[config.mk]
export PLATFORM = sky130hd
export DESIGN_NAME = csel_adder_pipe_flat
export DESIGN_NICKNAME = d
export VERILOG_FILES = /design/src/rtl/csel_adder_pipe_if.sv /design/src/rtl/csel_adder_pipe.sv /design/src/flat_wrapper.sv
export SDC_FILE = /design/constraint.sdc
export NUM_CORES = 1
export LEC_CHECK = 0
export ABC_AREA = 0
export CAP_MARGIN = 20
export CORE_ASPECT_RATIO = 1.25
export CORE_MARGIN = 4
export CORE_UTILIZATION = 53
export CTS_BUF_LIST = sky130_fd_sc_hd__clkbuf_4 sky130_fd_sc_hd__clkbuf_8
export CTS_CLUSTER_DIAMETER = 100
export DETAILED_ROUTE_END_ITERATION = 10
export PLACE_DENSITY = 0.82
export SLEW_MARGIN = 30
export SYNTH_ARGS = -nofsm -noshare
export SYNTH_HDL_FRONTEND = slang
export SYNTH_SLANG_ARGS = --single-unit
[constraint.sdc]
create_clock -name clk -period 9.69 [get_ports clk]
set_input_delay 0.969 -clock clk [delete_from_list [all_inputs] [get_ports clk]]
set_output_delay 0.969 -clock clk [all_outputs]
set_load 0.01 [all_outputs]
[src/rtl/csel_adder_pipe_if.sv]
// csel_adder_pipe_if: operand/result bundle for the pipelined carry-select
// adder.
//
// Optional feature macro: CSEL_ADDER_SAT_EN adds the 'sat' request bit,
// which travels with the operands.
//
// Signals:
//   in_valid/in_ready       operand handshake (producer -> adder)
//   a, b, cin, sub, [sat]   operands and mode, qualified by in_valid
//   out_valid/out_ready     result handshake (adder -> consumer)
//   sum, cout, overflow, zero  result and flags, qualified by out_valid
// Modports:
//   master  the operand producer / result consumer (testbench side)
//   slave   the adder itself
interface csel_adder_pipe_if #(
  parameter int WIDTH = 32
);
  logic             in_valid;
  logic             in_ready;
  logic [WIDTH-1:0] a;
  logic [WIDTH-1:0] b;
  logic             cin;
  logic             sub;
`ifdef CSEL_ADDER_SAT_EN
  logic             sat;
`endif
  logic             out_valid;
  logic             out_ready;
  logic [WIDTH-1:0] sum;
  logic             cout;
  logic             overflow;
  logic             zero;

`ifdef CSEL_ADDER_SAT_EN
  modport master (
    output in_valid, a, b, cin, sub, sat, out_ready,
    input  in_ready, out_valid, sum, cout, overflow, zero
  );
  modport slave (
    input  in_valid, a, b, cin, sub, sat, out_ready,
    output in_ready, out_valid, sum, cout, overflow, zero
  );
`else
  modport master (
    output in_valid, a, b, cin, sub, out_ready,
    input  in_ready, out_valid, sum, cout, overflow, zero
  );
  modport slave (
    input  in_valid, a, b, cin, sub, out_ready,
    output in_ready, out_valid, sum, cout, overflow, zero
  );
`endif
endinterface

[src/rtl/csel_adder_pipe.sv]
// csel_adder_pipe: parametrised, pipelined carry-select adder/subtractor
// with valid/ready flow control and carry/overflow/zero flags.
//
// Optional feature macro: CSEL_ADDER_SAT_EN. When it is defined, a 'sat'
// bit travels with each operation. If it is set, a signed overflow clamps
// the sum to the largest positive or negative value. When the macro is
// undefined, results always wrap.
//
// Ports:
//   clk    rising-edge clock
//   rst_n  asynchronous active-low reset; discards everything in flight
//   bus    csel_adder_pipe_if.slave
//          operands in:  in_valid/in_ready, a, b, cin, sub, [sat]
//          results out:  out_valid/out_ready, sum, cout, overflow, zero
//
// Structure: the NBLK = WIDTH/BLK blocks are split evenly over STAGES
// register stages. Stage k resolves its blocks from the carry handed
// over by stage k-1. The last stage writes the output register, so the
// latency is exactly STAGES cycles. A single global stall (advance)
// freezes every stage while a result waits for out_ready.
module csel_adder_pipe #(
  parameter int WIDTH  = 32,
  parameter int BLK    = 4,
  parameter int STAGES = 2
) (
  input  logic                 clk,
  input  logic                 rst_n,
  csel_adder_pipe_if.slave     bus
);
  localparam int NBLK = WIDTH / BLK;
  localparam int BPS  = NBLK / STAGES;   // blocks resolved per stage
  localparam int MSB  = WIDTH - 1;
  localparam int LAST = STAGES - 1;

  // Stage registers. Entry LAST is never loaded, because the last stage
  // feeds the output register directly.
  logic             v_reg   [STAGES];
  logic [WIDTH-1:0] sum_reg [STAGES];   // low bits resolved so far
  logic [WIDTH-1:0] a_reg   [STAGES];
  logic [WIDTH-1:0] bx_reg  [STAGES];   // b already conditioned for sub
  logic             c_reg   [STAGES];   // carry into the next stage
`ifdef CSEL_ADDER_SAT_EN
  logic             sat_reg [STAGES];
`endif

  // Output register
  logic             out_valid_reg;
  logic [WIDTH-1:0] out_sum_reg;
  logic             cout_reg;
  logic             ovf_reg;
  logic             zero_reg;

  // Next-state values produced by each stage's combinational slice
  logic             nx_v   [STAGES];
  logic [WIDTH-1:0] nx_sum [STAGES];
  logic [WIDTH-1:0] nx_a   [STAGES];
  logic [WIDTH-1:0] nx_bx  [STAGES];
  logic             nx_c   [STAGES];
`ifdef CSEL_ADDER_SAT_EN
  logic             nx_sat [STAGES];
  logic             src_sat;
`endif

  logic             src_v;
  logic [WIDTH-1:0] src_a;
  logic [WIDTH-1:0] src_bx;
  logic [WIDTH-1:0] src_sum;
  logic             carry;
  logic [BLK:0]     s0;
  logic [BLK:0]     s1;
  logic [BLK:0]     r;
  int               pk;

  logic [WIDTH-1:0] fin_sum;
  logic             fin_ovf;
  logic             fin_zero;
  logic             fin_cout;

  logic             advance;
  logic [WIDTH-1:0] in_bx;
  logic             in_c0;

  // Subtraction is a + ~b + 1. The carry-in is inverted so that
  // sub=1, cin=1 yields a-b-1 (borrow-in).
  assign in_bx = bus.b ^ {WIDTH{bus.sub}};
  assign in_c0 = bus.cin ^ bus.sub;

  // Global stall: the pipeline moves only when the output slot is free
  // or is being drained in this cycle.
  assign advance      = !out_valid_reg || bus.out_ready;
  assign bus.in_ready = advance;

  always_comb begin
    src_v    = 1'b0;
    src_a    = '0;
    src_bx   = '0;
    src_sum  = '0;
    carry    = 1'b0;
    s0       = '0;
    s1       = '0;
    r        = '0;
    pk       = 0;
`ifdef CSEL_ADDER_SAT_EN
    src_sat  = 1'b0;
`endif
    for (int k = 0; k < STAGES; k++) begin
      pk = (k > 0) ? k - 1 : 0;
      if (k == 0) begin
        src_v   = bus.in_valid;
        src_a   = bus.a;
        src_bx  = in_bx;
        src_sum = '0;
        carry   = in_c0;
`ifdef CSEL_ADDER_SAT_EN
        src_sat = bus.sat;
`endif
      end else begin
        src_v   = v_reg[pk];
        src_a   = a_reg[pk];
        src_bx  = bx_reg[pk];
        src_sum = sum_reg[pk];
        carry   = c_reg[pk];
`ifdef CSEL_ADDER_SAT_EN
        src_sat = sat_reg[pk];
`endif
      end
      for (int j = 0; j < BPS; j++) begin
        // Both candidate sums are formed from the operands alone. Only the
        // select depends on the incoming carry, which keeps the
        // carry-dependent path to one mux per block.
        s0 = {1'b0, src_a[(k*BPS+j)*BLK +: BLK]}
           + {1'b0, src_bx[(k*BPS+j)*BLK +: BLK]};
        s1 = s0 + {{BLK{1'b0}}, 1'b1};
        if (k * BPS + j == 0)
          r = s0 + {{BLK{1'b0}}, carry};   // block 0: plain ripple with c0
        else
          r = carry ? s1 : s0;
        src_sum[(k*BPS+j)*BLK +: BLK] = r[BLK-1:0];
        carry = r[BLK];
      end
      nx_v[k]   = src_v;
      nx_sum[k] = src_sum;
      nx_a[k]   = src_a;
      nx_bx[k]  = src_bx;
      nx_c[k]   = carry;
`ifdef CSEL_ADDER_SAT_EN
      nx_sat[k] = src_sat;
`endif
    end

    // Flags are computed on the fully resolved sum of the last stage.
    fin_cout = nx_c[LAST];
    fin_sum  = nx_sum[LAST];
    fin_ovf  = (nx_a[LAST][MSB] == nx_bx[LAST][MSB]) &&
               (nx_sum[LAST][MSB] != nx_a[LAST][MSB]);
`ifdef CSEL_ADDER_SAT_EN
    // Clamp toward the sign of a. Both operands share that sign whenever
    // an overflow is possible.
    if (nx_sat[LAST] && fin_ovf)
      fin_sum = nx_a[LAST][MSB] ? {1'b1, {(WIDTH-1){1'b0}}}
                                : {1'b0, {(WIDTH-1){1'b1}}};
`endif
    fin_zero = (fin_sum == '0);
  end

  always_ff @(posedge clk or negedge rst_n) begin
    if (!rst_n) begin
      for (int k = 0; k < STAGES; k++) begin
        v_reg[k]   <= 1'b0;
        sum_reg[k] <= '0;
        a_reg[k]   <= '0;
        bx_reg[k]  <= '0;
        c_reg[k]   <= 1'b0;
`ifdef CSEL_ADDER_SAT_EN
        sat_reg[k] <= 1'b0;
`endif
      end
      out_valid_reg <= 1'b0;
      out_sum_reg   <= '0;
      cout_reg      <= 1'b0;
      ovf_reg       <= 1'b0;
      zero_reg      <= 1'b0;
    end else if (advance) begin
      for (int k = 0; k < LAST; k++) begin
        v_reg[k]   <= nx_v[k];
        sum_reg[k] <= nx_sum[k];
        a_reg[k]   <= nx_a[k];
        bx_reg[k]  <= nx_bx[k];
        c_reg[k]   <= nx_c[k];
`ifdef CSEL_ADDER_SAT_EN
        sat_reg[k] <= nx_sat[k];
`endif
      end
      out_valid_reg <= nx_v[LAST];
      out_sum_reg   <= fin_sum;
      cout_reg      <= fin_cout;
      ovf_reg       <= fin_ovf;
      zero_reg      <= fin_zero;
    end
  end

  assign bus.out_valid = out_valid_reg;
  assign bus.sum       = out_sum_reg;
  assign bus.cout      = cout_reg;
  assign bus.overflow  = ovf_reg;
  assign bus.zero      = zero_reg;

endmodule

[src/flat_wrapper.sv]
// flat-port wrapper written by rule: the top's interface ports become plain ports
module csel_adder_pipe_flat 
#(
  parameter int WIDTH  = 32,
  parameter int BLK    = 4,
  parameter int STAGES = 2
)
  (clk, rst_n, bus_in_valid, bus_a, bus_b, bus_cin, bus_sub, bus_out_ready, bus_in_ready, bus_out_valid, bus_sum, bus_cout, bus_overflow, bus_zero);
  csel_adder_pipe_if #(.WIDTH(WIDTH)) bus_i ();
  input  logic clk;
  input  logic rst_n;
  input wire logic [$bits(bus_i.in_valid)-1:0] bus_in_valid;
  input wire logic [$bits(bus_i.a)-1:0] bus_a;
  input wire logic [$bits(bus_i.b)-1:0] bus_b;
  input wire logic [$bits(bus_i.cin)-1:0] bus_cin;
  input wire logic [$bits(bus_i.sub)-1:0] bus_sub;
  input wire logic [$bits(bus_i.out_ready)-1:0] bus_out_ready;
  output wire logic [$bits(bus_i.in_ready)-1:0] bus_in_ready;
  output wire logic [$bits(bus_i.out_valid)-1:0] bus_out_valid;
  output wire logic [$bits(bus_i.sum)-1:0] bus_sum;
  output wire logic [$bits(bus_i.cout)-1:0] bus_cout;
  output wire logic [$bits(bus_i.overflow)-1:0] bus_overflow;
  output wire logic [$bits(bus_i.zero)-1:0] bus_zero;
  assign bus_i.in_valid = bus_in_valid;
  assign bus_i.a = bus_a;
  assign bus_i.b = bus_b;
  assign bus_i.cin = bus_cin;
  assign bus_i.sub = bus_sub;
  assign bus_i.out_ready = bus_out_ready;
  assign bus_in_ready = bus_i.in_ready;
  assign bus_out_valid = bus_i.out_valid;
  assign bus_sum = bus_i.sum;
  assign bus_cout = bus_i.cout;
  assign bus_overflow = bus_i.overflow;
  assign bus_zero = bus_i.zero;
  csel_adder_pipe #(.WIDTH(WIDTH), .BLK(BLK), .STAGES(STAGES)) u_core (.clk(clk), .rst_n(rst_n), .bus(bus_i));
endmodule
-- Yosys cells after proc, flatten, opt, wreduce, memory -nomap -nowiden
Index checks and enable logic that the tools add are counted.
- muxes and demuxes: 7
- bitwise operators: 2
- reduce and logical (&&, ||, !) cells: 4
- $add $sub $neg: 16
- eq/ne operators: 2
- operator list (kind ; count):
    adder 4 x 4 -> 5 bit ; 8
    adder 5 x 1 -> 5 bit (second input constant) ; 7
    two-way mux 5 bit ; 7
    zero test 32 bit ; 1
    bitwise XOR 32 bit ; 1
    adder 5 x 1 -> 5 bit ; 1
    equality test 1 bit ; 1
    logical AND 1 bit ; 1
    zero test 1 bit ; 1
    logical OR 1 bit ; 1
    inequality test 1 bit ; 1
    bitwise XOR 1 bit ; 1
- output and inout port bits: 37
- flip-flop bits (word level): 118
- bits of input ports: 70
- logic and storage cells: 41

-- Logic depth before layout (Yosys ltp)
Gate-level depths: netlist (run 1).
- depth in word-level cells: 8
- mapped depth: 15
- mapped depth without buffers: 14

-- Worst setup path after synthesis (run 1)
Ideal clock, no wire load.
- path type: in2reg
- start: in bus_sub
- end: reg u_core.c_reg[1] (netlist name)
- cell stages on the path: 14
- slack: 5.401 ns
- data required time: 9.613 ns
- arrival: 4.212 ns
- library setup time: 0.077 ns
- cell sequence: clkbuf_1 -> clkbuf_1 -> xnor2_1 -> fa_1 -> fa_1 -> nor2b_1 -> o21ai_0 -> a21oi_1 -> a31oi_1 -> nor4_1 -> xor2_1 -> nor3_1 -> xor2_1 -> a21oi_1
- longest elaborated chain between the ends: 6
- RTL lines (element ; line ; source):
    start, declared ; flat_wrapper.sv:16 ; input wire logic [$bits(bus_i.sub)-1:0] bus_sub;
    bitwise XOR 32 bit ; csel_adder_pipe.sv:85 ; assign in_bx = bus.b ^ {WIDTH{bus.sub}};
    adder 4 x 4 -> 5 bit ; csel_adder_pipe.sv:132 ; + {1'b0, src_bx[(k*BPS+j)*BLK +: BLK]};
    adder 5 x 1 -> 5 bit, on equally long branches ; csel_adder_pipe.sv:133, csel_adder_pipe.sv:135 ;
    two-way mux 5 bit (2 in series) ; csel_adder_pipe.sv:137 ; r = carry ? s1 : s0;
    two-way mux 5 bit * ; csel_adder_pipe.sv:137 ;
    end signal, assigned by index ; csel_adder_pipe.sv:189 ; c_reg[k] <= nx_c[k];
    end, declared ; csel_adder_pipe.sv:41 ; logic c_reg [STAGES];
Every way passes the cells marked *; elsewhere a longest branch is shown, timed or not.
A chain may end at the register's enable or synchronous reset.

-- Final worst setup path (run 1)
- start: in bus_out_ready
- end: out bus_in_ready
- longest elaborated chain between the ends: 1
- RTL lines (element ; line ; source):
    start, declared ; flat_wrapper.sv:17 ; input wire logic [$bits(bus_i.out_ready)-1:0] bus_out_ready;
    logical OR 1 bit ; csel_adder_pipe.sv:90 ; assign advance = !out_valid_reg || bus.out_ready;
    end, declared ; flat_wrapper.sv:18 ; output wire logic [$bits(bus_i.in_ready)-1:0] bus_in_ready;
Every way passes these cells.

==> results_tabular.tex, run 1 <==
\begin{tabular}{lr}
\hline
Metric & Value \\
\hline
\multicolumn{2}{l}{\textbf{Detailed routing}} \\
\quad Final routed DRC violation total & 0 \\
\quad DR vias/cell & 5.17 \\
\quad Number of routed nets with antenna violations & 0 \\
\quad 1st-iter DRT viols & 200 \\
\quad Total iterations of the first detailed-routing run & 5 \\
\quad Wire per inst & 14.2 microns \\
\quad Total number of vias & 4308 \\
\quad Total wire length after detailed routing & 11.8 mm \\
\multicolumn{2}{l}{\textbf{Clock tree}} \\
\quad Total of cells resized after clock tree synthesis & 0 \\
\quad Clock insertion delay at the later pin of the skew report & 0.36 ns \\
\quad Max H-tree Level & 3 \\
\quad Number of clock buffers inserted by TritonCTS & 9 \\
\quad Clock root buffer master & sky130\_fd\_sc\_hd\_\_clkbuf\_8 \\
\quad CTS tree & yes \\
\quad Hold Buf Count CTS & 0 \\
\quad Clock slew seen by the registers of the worst setup and hold paths & 0.08 ns \\
\quad Clock sink count & 86 \\
\quad Number of buffers on the longest clock path & 2 \\
\quad Post-CTS setup buffer count & 0 \\
\multicolumn{2}{l}{\textbf{Global route}} \\
\quad Initial antenna violation count & 1 \\
\quad M1 GR Usage & 0.244 \\
\quad Met2 track demand over resource & 0.365 \\
\quad Total congestion overflow & 0 \\
\quad GR Util met3 & 0.0305 \\
\quad Vias in the first global route & 4406 \\
\quad Overall Global Routing Usage & 0.206 \\
\quad First-pass GRT wire length & 20.0 mm \\
\quad Largest net degree at the start of global routing & 99 \\
\quad Busiest layer in global routing & met2 \\
\multicolumn{2}{l}{\textbf{Die}} \\
\quad Die area & 0.0119 sq mm \\
\quad Cell row count & 41 \\
\quad Horizontal extent of the die & 98.4 microns \\
\quad Io pins & 107 \\
\quad Chip Height & 121 microns \\
\quad Core Footprint & 0.0101 sq mm \\
\quad Initial core utilization & 0.539 \\
\multicolumn{2}{l}{\textbf{Power and ir drop}} \\
\quad Pwr Density & 217 mW/mm\^{}2 \\
\quad Final Power & 1460 uW \\
\quad Leakage power & 0.00312 uW \\
\quad Worst-case vdd ir drop & 0.0773 mV \\
\multicolumn{2}{l}{\textbf{Synthesis}} \\
\quad Post-Syn Nets & 720 \\
\quad Flip-flop and latch count after synthesis & 86 \\
\quad Unique masters post-synth & 57 \\
\quad Syn Inst Count & 603 \\
\quad Cell type with the largest total area after synthesis & sky130\_fd\_sc\_hd\_\_dfrtp\_1 \\
\quad Prevailing post-synth register cell & sky130\_fd\_sc\_hd\_\_dfrtp\_1 \\
\quad Top cells by area in the synthesized netlist & sky130\_fd\_sc\_hd\_\_dfrtp\_1 40\%, sky130\_fd\_sc\_hd\_\_nand2\_1 9.8\%, sky130\_fd\_sc\_hd\_\_ha\_1 8.8\% \\
\quad Share of flip-flops with an asynchronous set or reset after synthesis & 1.00 \\
\quad Post-synthesis area per instance & 8.98 sq um \\
\quad Yosys warning count & 0 \\
\quad Fraction of post-synthesis cell area in the top cell type by area & 0.397 \\
\quad Number of enable-type register cells in the synthesized netlist & 0 \\
\quad Part of the Yosys area used for sequential elements & 0.397 \\
\quad Cell Area, Synth & 0.00542 sq mm \\
\multicolumn{2}{l}{\textbf{Cells and area}} \\
\quad Sequential cell area & 0.00215 sq mm \\
\quad Layout filler cell count & 815 \\
\quad Cell Count, Final, Fillers Out & 833 \\
\quad \# nets final & 815 \\
\quad Multi-input gate area in the final layout & 0.00298 sq mm \\
\quad Fraction of layout cells with a size suffix above 1 & 0.0583 \\
\quad Max reg flops & 32 \\
\quad Summed area of non-filler cells in the final layout & 0.00674 sq mm \\
\quad Layout Area Growth over Synthesis & 24.4\% \\
\multicolumn{2}{l}{\textbf{Critical path}} \\
\quad Worst EP required & 8.72 ns \\
\quad Classification of the worst setup path & in2out \\
\quad Critical-path maximum fanout & 98 \\
\quad Element type at the critical path end & output port \\
\quad Data arrival time of the worst path & 3.24 ns \\
\quad Category of the worst setup path launch point & input pin \\
\multicolumn{2}{l}{\textbf{STA}} \\
\quad Total setup violations reported at the end of the flow & 0 \\
\quad RSZ-0062 raised after global routing & no \\
\quad Final hold viol count & 0 \\
\quad Highest clock frequency the design can meet & 0.237 GHz \\
\quad TNS Setup & 0 ns \\
\quad Slew HR & 0.415 \\
\quad WHS & 0.466 ns \\
\quad Skew final & 0.00980 ns \\
\quad Fin. max-slew vios & 0 \\
\quad Post-route fraction of the period consumed by the critical path & 0.435 \\
\quad Least-Margin Pin Slew & 0.877 ns \\
\quad Final critical path time including I/O delays and setup & 4.21 ns \\
\multicolumn{2}{l}{\textbf{Placement}} \\
\quad Half-perimeter wire length of the detailed placement result & 8.99 mm \\
\quad Port buffer count & 106 \\
\quad Gpl congestion & 0.818 \\
\quad Placed Cells incl. Taps & 816 \\
\quad Cell Area, Placed & 0.00653 sq mm \\
\multicolumn{2}{l}{\textbf{Status}} \\
\quad Result of the run & finished clean \\
\multicolumn{2}{l}{\textbf{Run}} \\
\quad Maximum capacitance violations & 0 \\
\multicolumn{2}{l}{\textbf{Worst hold path}} \\
\quad Class of the tightest hold or removal check & reg2reg \\
\hline
\end{tabular}
[cell type report]
class	instances	area share
multi-input combinational	451	0.443
sequential	86	0.319
timing repair buffer	109	0.160
tap	129	0.0240
inverter	41	0.0228
clock buffer	10	0.0195
clock inverter	6	0.0108
antenna	1	0.000371
[cells in the mapped netlist, types with 2 or more instances]
library cell               instances
sky130_fd_sc_hd__a21o_1           12
sky130_fd_sc_hd__a21o_2            2
sky130_fd_sc_hd__a21oi_1          27
sky130_fd_sc_hd__a21oi_2           2
sky130_fd_sc_hd__buf_1             5
sky130_fd_sc_hd__clkbuf_1         16
sky130_fd_sc_hd__clkbuf_8          4
sky130_fd_sc_hd__dfrtp_1          86
sky130_fd_sc_hd__fa_1              9
sky130_fd_sc_hd__ha_1             38
sky130_fd_sc_hd__inv_1            41
sky130_fd_sc_hd__mux2i_1           7
sky130_fd_sc_hd__nand2_1         142
sky130_fd_sc_hd__nand2b_1          3
sky130_fd_sc_hd__nand3_1           7
sky130_fd_sc_hd__nand4_1           3
sky130_fd_sc_hd__nor2_1           37
sky130_fd_sc_hd__nor2b_1           4
sky130_fd_sc_hd__nor3_1            2
sky130_fd_sc_hd__nor4_1            6
sky130_fd_sc_hd__o21ai_0          43
sky130_fd_sc_hd__xnor2_1          41
sky130_fd_sc_hd__xor2_1           32
[per-stage QoR]
step	setup slack, ns	util
floorplan	5.40	-
global placement	5.32	0.649
detailed placement	5.21	0.649
CTS	5.44	0.670
global route	5.13	0.670
finish	5.48	0.670
[power by group]
part	total, uW	internal [uW]	switching [uW]
Sequential	543	466	77.0
Combinational	662	325	337
Clock	256	124	133
Total	1460	915	546
[path summary, 6_finish.rpt]
check                                              start                       endpoint  slack, ns  cells past startpoint
setup / recovery                           bus_out_ready                   bus_in_ready       5.48                      6
hold / removal                  u_core.src_v$_DFFE_PN0P_       u_core.src_v$_DFFE_PN0P_       0.47                      2
setup reg to reg           u_core.src_bx[16]$_DFFE_PN0P_    u_core.bus.zero$_DFFE_PN0P_       6.10                     11
hold reg to reg                 u_core.src_v$_DFFE_PN0P_       u_core.src_v$_DFFE_PN0P_       0.47                      2
max in group asynchronous                          rst_n       u_core.src_v$_DFFE_PN0P_       8.50                      1
min in group asynchronous                          rst_n  u_core.src_bx[17]$_DFFE_PN0P_       0.64                      1
[routing by layer]
metal  vias to the layer above  wire length, microns
met5                         -                     0
met4                         0                   301
met3                        26                   524
met2                       105                  6160
met1                      2011                  4830
li1                       2166                     -
[layout by cell type (no fill, tap or decap), types with 9 or more instances in the layout]
cell,n
sky130_fd_sc_hd__xor2_1,32
sky130_fd_sc_hd__nor2_1,37
sky130_fd_sc_hd__nand2_1,142
sky130_fd_sc_hd__fa_1,9
sky130_fd_sc_hd__a21oi_1,27
sky130_fd_sc_hd__dfrtp_1,86
sky130_fd_sc_hd__a21o_1,12
sky130_fd_sc_hd__ha_1,38
sky130_fd_sc_hd__inv_1,40
sky130_fd_sc_hd__clkdlybuf4s50_1,104
sky130_fd_sc_hd__clkbuf_8,9
sky130_fd_sc_hd__o21ai_0,43
sky130_fd_sc_hd__xnor2_1,41
[kinds of logic (layout without fill, tap and decap cells)]
kind of cell	Yosys count	after routing	synth area share
AOI/OAI and AO/OA	99	99	0.109
xor gates and xnor gates	74	74	0.121
adders and majority gates	47	47	0.121
buffers and inverters	66	166	0.0531
DFF	86	86	0.397
muxes	8	8	0.0150
other	0	1	0
and+or+nand+nor	223	223	0.183
[worst max-delay path, cell delays in order]
cell and delay [ns]:
sky130_fd_sc_hd__clkdlybuf4s50_1 0.50, sky130_fd_sc_hd__nor2b_4 0.04, sky130_fd_sc_hd__buf_4 0.36, sky130_fd_sc_hd__inv_2 0.11, sky130_fd_sc_hd__buf_4 0.56, sky130_fd_sc_hd__clkdlybuf4s50_1 0.67
Note: power is estimated with default switching activity, not from simulation.
==> run 2: changes to the inputs <==
==> constraint.sdc (replaced) <==
create_clock -name clk -period 4.05 [get_ports clk]
set_input_delay 0.405 -clock clk [delete_from_list [all_inputs] [get_ports clk]]
set_output_delay 0.405 -clock clk [all_outputs]
set_load 0.01 [all_outputs]
==> results_tabular.tex, run 2 (synthesis results as in run 1) <==
\begin{tabular}{lr}
\hline
Metric & Value \\
\hline
\multicolumn{2}{l}{\textbf{Global route}} \\
\quad First-pass GRT wire length & 19.5 mm (-2.4\%) \\
\quad Overall Global Routing Usage & 0.203 (-0.00248) \\
\quad Initial antenna violation count & 0 (-1) \\
\quad Total congestion overflow & 0 (unchanged) \\
\quad Vias in the first global route & 4211 (-4.4\%) \\
\quad Largest net degree at the start of global routing & 98 (-1.0\%) \\
\multicolumn{2}{l}{\textbf{Power and ir drop}} \\
\quad Switching Share & 0.361 (-0.0126) \\
\quad Switching power total & 1280 uW (+130\%) \\
\quad Leakage power & 0.00312 uW (+0.16\%) \\
\quad Pwr Density & 525 mW/mm\^{}2 (+140\%) \\
\quad Fraction of power consumed by sequential logic & 0.368 (-0.004) \\
\quad Worst-case vdd ir drop & 0.214 mV (+180\%) \\
\quad Clock power frac & 0.190 (+0.015) \\
\quad Int Pwr & 2260 uW (+150\%) \\
\quad Combinational group share of total power & 0.442 (-0.011) \\
\quad Final Power & 3540 uW (+140\%) \\
\multicolumn{2}{l}{\textbf{Cells and area}} \\
\quad Fraction of layout cells with a size suffix above 1 & 0.0583 (unchanged) \\
\quad \# nets final & 815 (unchanged) \\
\quad Highest-count cells in the layout ignoring fill and taps & 142 x sky130\_fd\_sc\_hd\_\_nand2\_1, 104 x sky130\_fd\_sc\_hd\_\_clkdlybuf4s50\_1, 86 x sky130\_fd\_sc\_hd\_\_dfrtp\_1 \\
\quad Final design utilization & 0.672 (+0.00212) \\
\quad Most common cell after layout, fill and taps aside & sky130\_fd\_sc\_hd\_\_nand2\_1 \\
\quad Max reg flops & 32 (unchanged) \\
\quad Diode insertion count for antenna repair & 0 (-1) \\
\quad Layout Area Growth over Synthesis & 24.8\% \\
\multicolumn{2}{l}{\textbf{STA}} \\
\quad Final hold viol count & 0 (unchanged) \\
\quad Final critical path time including I/O delays and setup & 3.59 ns \\
\quad Skew final & 0.00933 ns (-0.000463 ns) \\
\quad Fin. max-slew vios & 0 (unchanged) \\
\quad TNS Setup & 0 ns (unchanged) \\
\quad Total setup violations reported at the end of the flow & 0 (unchanged) \\
\quad Slew HR & 0.422 (+0.00649) \\
\quad RSZ-0062 raised after global routing & no \\
\quad WHS & 0.104 ns (-0.361 ns) \\
\quad Highest clock frequency the design can meet & 0.279 GHz \\
\quad Least-Margin Pin Slew & 0.867 ns (-0.00973 ns) \\
\quad Post-route fraction of the period consumed by the critical path & 0.886 \\
\multicolumn{2}{l}{\textbf{Worst hold path}} \\
\quad Class of the tightest hold or removal check & in2async \\
\multicolumn{2}{l}{\textbf{Die}} \\
\quad Initial core utilization & 0.539 (unchanged) \\
\quad Io pins & 107 (unchanged) \\
\quad Chip Height & 121 microns (unchanged) \\
\quad Die area & 0.0119 sq mm (unchanged) \\
\quad Cell row count & 41 (unchanged) \\
\quad Horizontal extent of the die & 98.4 microns (unchanged) \\
\quad Core Footprint & 0.0101 sq mm (unchanged) \\
\multicolumn{2}{l}{\textbf{Status}} \\
\quad Result of the run & finished clean \\
\multicolumn{2}{l}{\textbf{Critical path}} \\
\quad Worst EP required & 4.35 ns (-4.37 ns) \\
\quad Category of the worst setup path launch point & flop \\
\quad Classification of the worst setup path & reg2reg \\
\quad Data arrival time of the worst path & 3.89 ns (+0.65 ns) \\
\quad Element type at the critical path end & flop \\
\quad Critical-path maximum fanout & 9 (-91\%) \\
\multicolumn{2}{l}{\textbf{Placement}} \\
\quad Port buffer count & 106 (unchanged) \\
\quad Gpl congestion & 0.805 (-1.6\%) \\
\quad Half-perimeter wire length of the detailed placement result & 8.87 mm (-1.2\%) \\
\multicolumn{2}{l}{\textbf{Detailed routing}} \\
\quad Total iterations of the first detailed-routing run & 4 (-1) \\
\quad Total number of vias & 4273 (-0.81\%) \\
\quad Total wire length after detailed routing & 11.7 mm (-0.79\%) \\
\quad 1st-iter DRT viols & 223 (+12\%) \\
\quad Number of routed nets with antenna violations & 0 (unchanged) \\
\quad DR vias/cell & 5.14 (-0.69\%) \\
\quad Final routed DRC violation total & 0 (unchanged) \\
\quad Wire per inst & 14.1 microns (-0.67\%) \\
\multicolumn{2}{l}{\textbf{Clock tree}} \\
\quad CTS tree & yes \\
\quad Max H-tree Level & 3 (unchanged) \\
\quad Post-CTS setup buffer count & 0 (unchanged) \\
\quad Clock slew seen by the registers of the worst setup and hold paths & 0.09 ns (about the same) \\
\quad Total of cells resized after clock tree synthesis & 0 (unchanged) \\
\quad Clock root buffer master & sky130\_fd\_sc\_hd\_\_clkbuf\_8 \\
\quad Number of clock buffers inserted by TritonCTS & 9 (unchanged) \\
\quad Number of buffers on the longest clock path & 2 (unchanged) \\
\quad Hold Buf Count CTS & 0 (unchanged) \\
\quad Clock insertion delay at the later pin of the skew report & 0.36 ns (about the same) \\
\quad Clock sink count & 86 (unchanged) \\
\multicolumn{2}{l}{\textbf{Run}} \\
\quad Maximum capacitance violations & 0 (unchanged) \\
\hline
\end{tabular}
## run 2: worst paths after layout
| kind | to | cells after the start | from | slack, ns |
|---|---|---|---|---|
| setup / recovery | u_core.bus.zero$_DFFE_PN0P_ | 11 | u_core.src_a[16]$_DFFE_PN0P_ | 0.46 |
| hold / removal | u_core.bus.out_valid$_DFFE_PN0P_ | 1 | rst_n | 0.10 |
| setup reg to reg | u_core.bus.zero$_DFFE_PN0P_ | 11 | u_core.src_a[16]$_DFFE_PN0P_ | 0.46 |
| hold reg to reg | u_core.src_v$_DFFE_PN0P_ | 2 | u_core.src_v$_DFFE_PN0P_ | 0.47 |
| min in group clk | u_core.src_v$_DFFE_PN0P_ | 2 | u_core.src_v$_DFFE_PN0P_ | 0.47 |
| max in group asynchronous | u_core.bus.sum[13]$_DFFE_PN0P_ | 1 | rst_n | 3.44 |
## run 2: metrics by stage
step,worst slack [ns],std cells,area [sq um]
floorplan,0.325,603,5420
global placement,0.430,816,6530
detailed placement,0.315,816,6530
CTS,0.454,832,6760
global route,0.210,832,6760
finish,0.462,832,6760
## run 2: area by class of cell
| cell class | instances | area (sq um) |
|---|---|---|
| repair buffers | 109 | 1080 |
| clock inverters | 5 | 82.6 |
| flip-flops and latches | 86 | 2150 |
| clock buffers | 11 | 145 |
| multi-input cells | 451 | 2980 |
| inverters | 41 | 154 |
| well taps | 129 | 161 |
| fillers | 831 | 3300 |
## run 2: layer usage
metal  vias to the layer above  global-route usage  wire length, microns
met2                        96               0.359                  6100
met5                         -                   0                     0
met1                      1999               0.241                  4840
li1                       2163                   -                     -
met3                        15              0.0299                   497
met4                         0              0.0982                   293
## run 2: power groups by stage
stage	clock network, uW	registers (uW)	logic, uW
global placement	0	1310	1510
floorplan	0	1330	929
global route	726	1340	1740
detailed placement	0	1320	1570
CTS	689	1300	1580
finish	672	1310	1570
## run 2: critical path: stages (launching register included)
cell,delay (ns)
sky130_fd_sc_hd__dfrtp_1,0.40
sky130_fd_sc_hd__ha_1,0.22
sky130_fd_sc_hd__fa_1,0.56
sky130_fd_sc_hd__ha_1,0.21
sky130_fd_sc_hd__nand3_2,0.12
sky130_fd_sc_hd__o311ai_0,0.58
sky130_fd_sc_hd__nand2_1,0.20
sky130_fd_sc_hd__mux2i_1,0.21
sky130_fd_sc_hd__a21oi_2,0.38
sky130_fd_sc_hd__nand4_1,0.23
sky130_fd_sc_hd__o211ai_1,0.24
sky130_fd_sc_hd__a32o_1,0.19
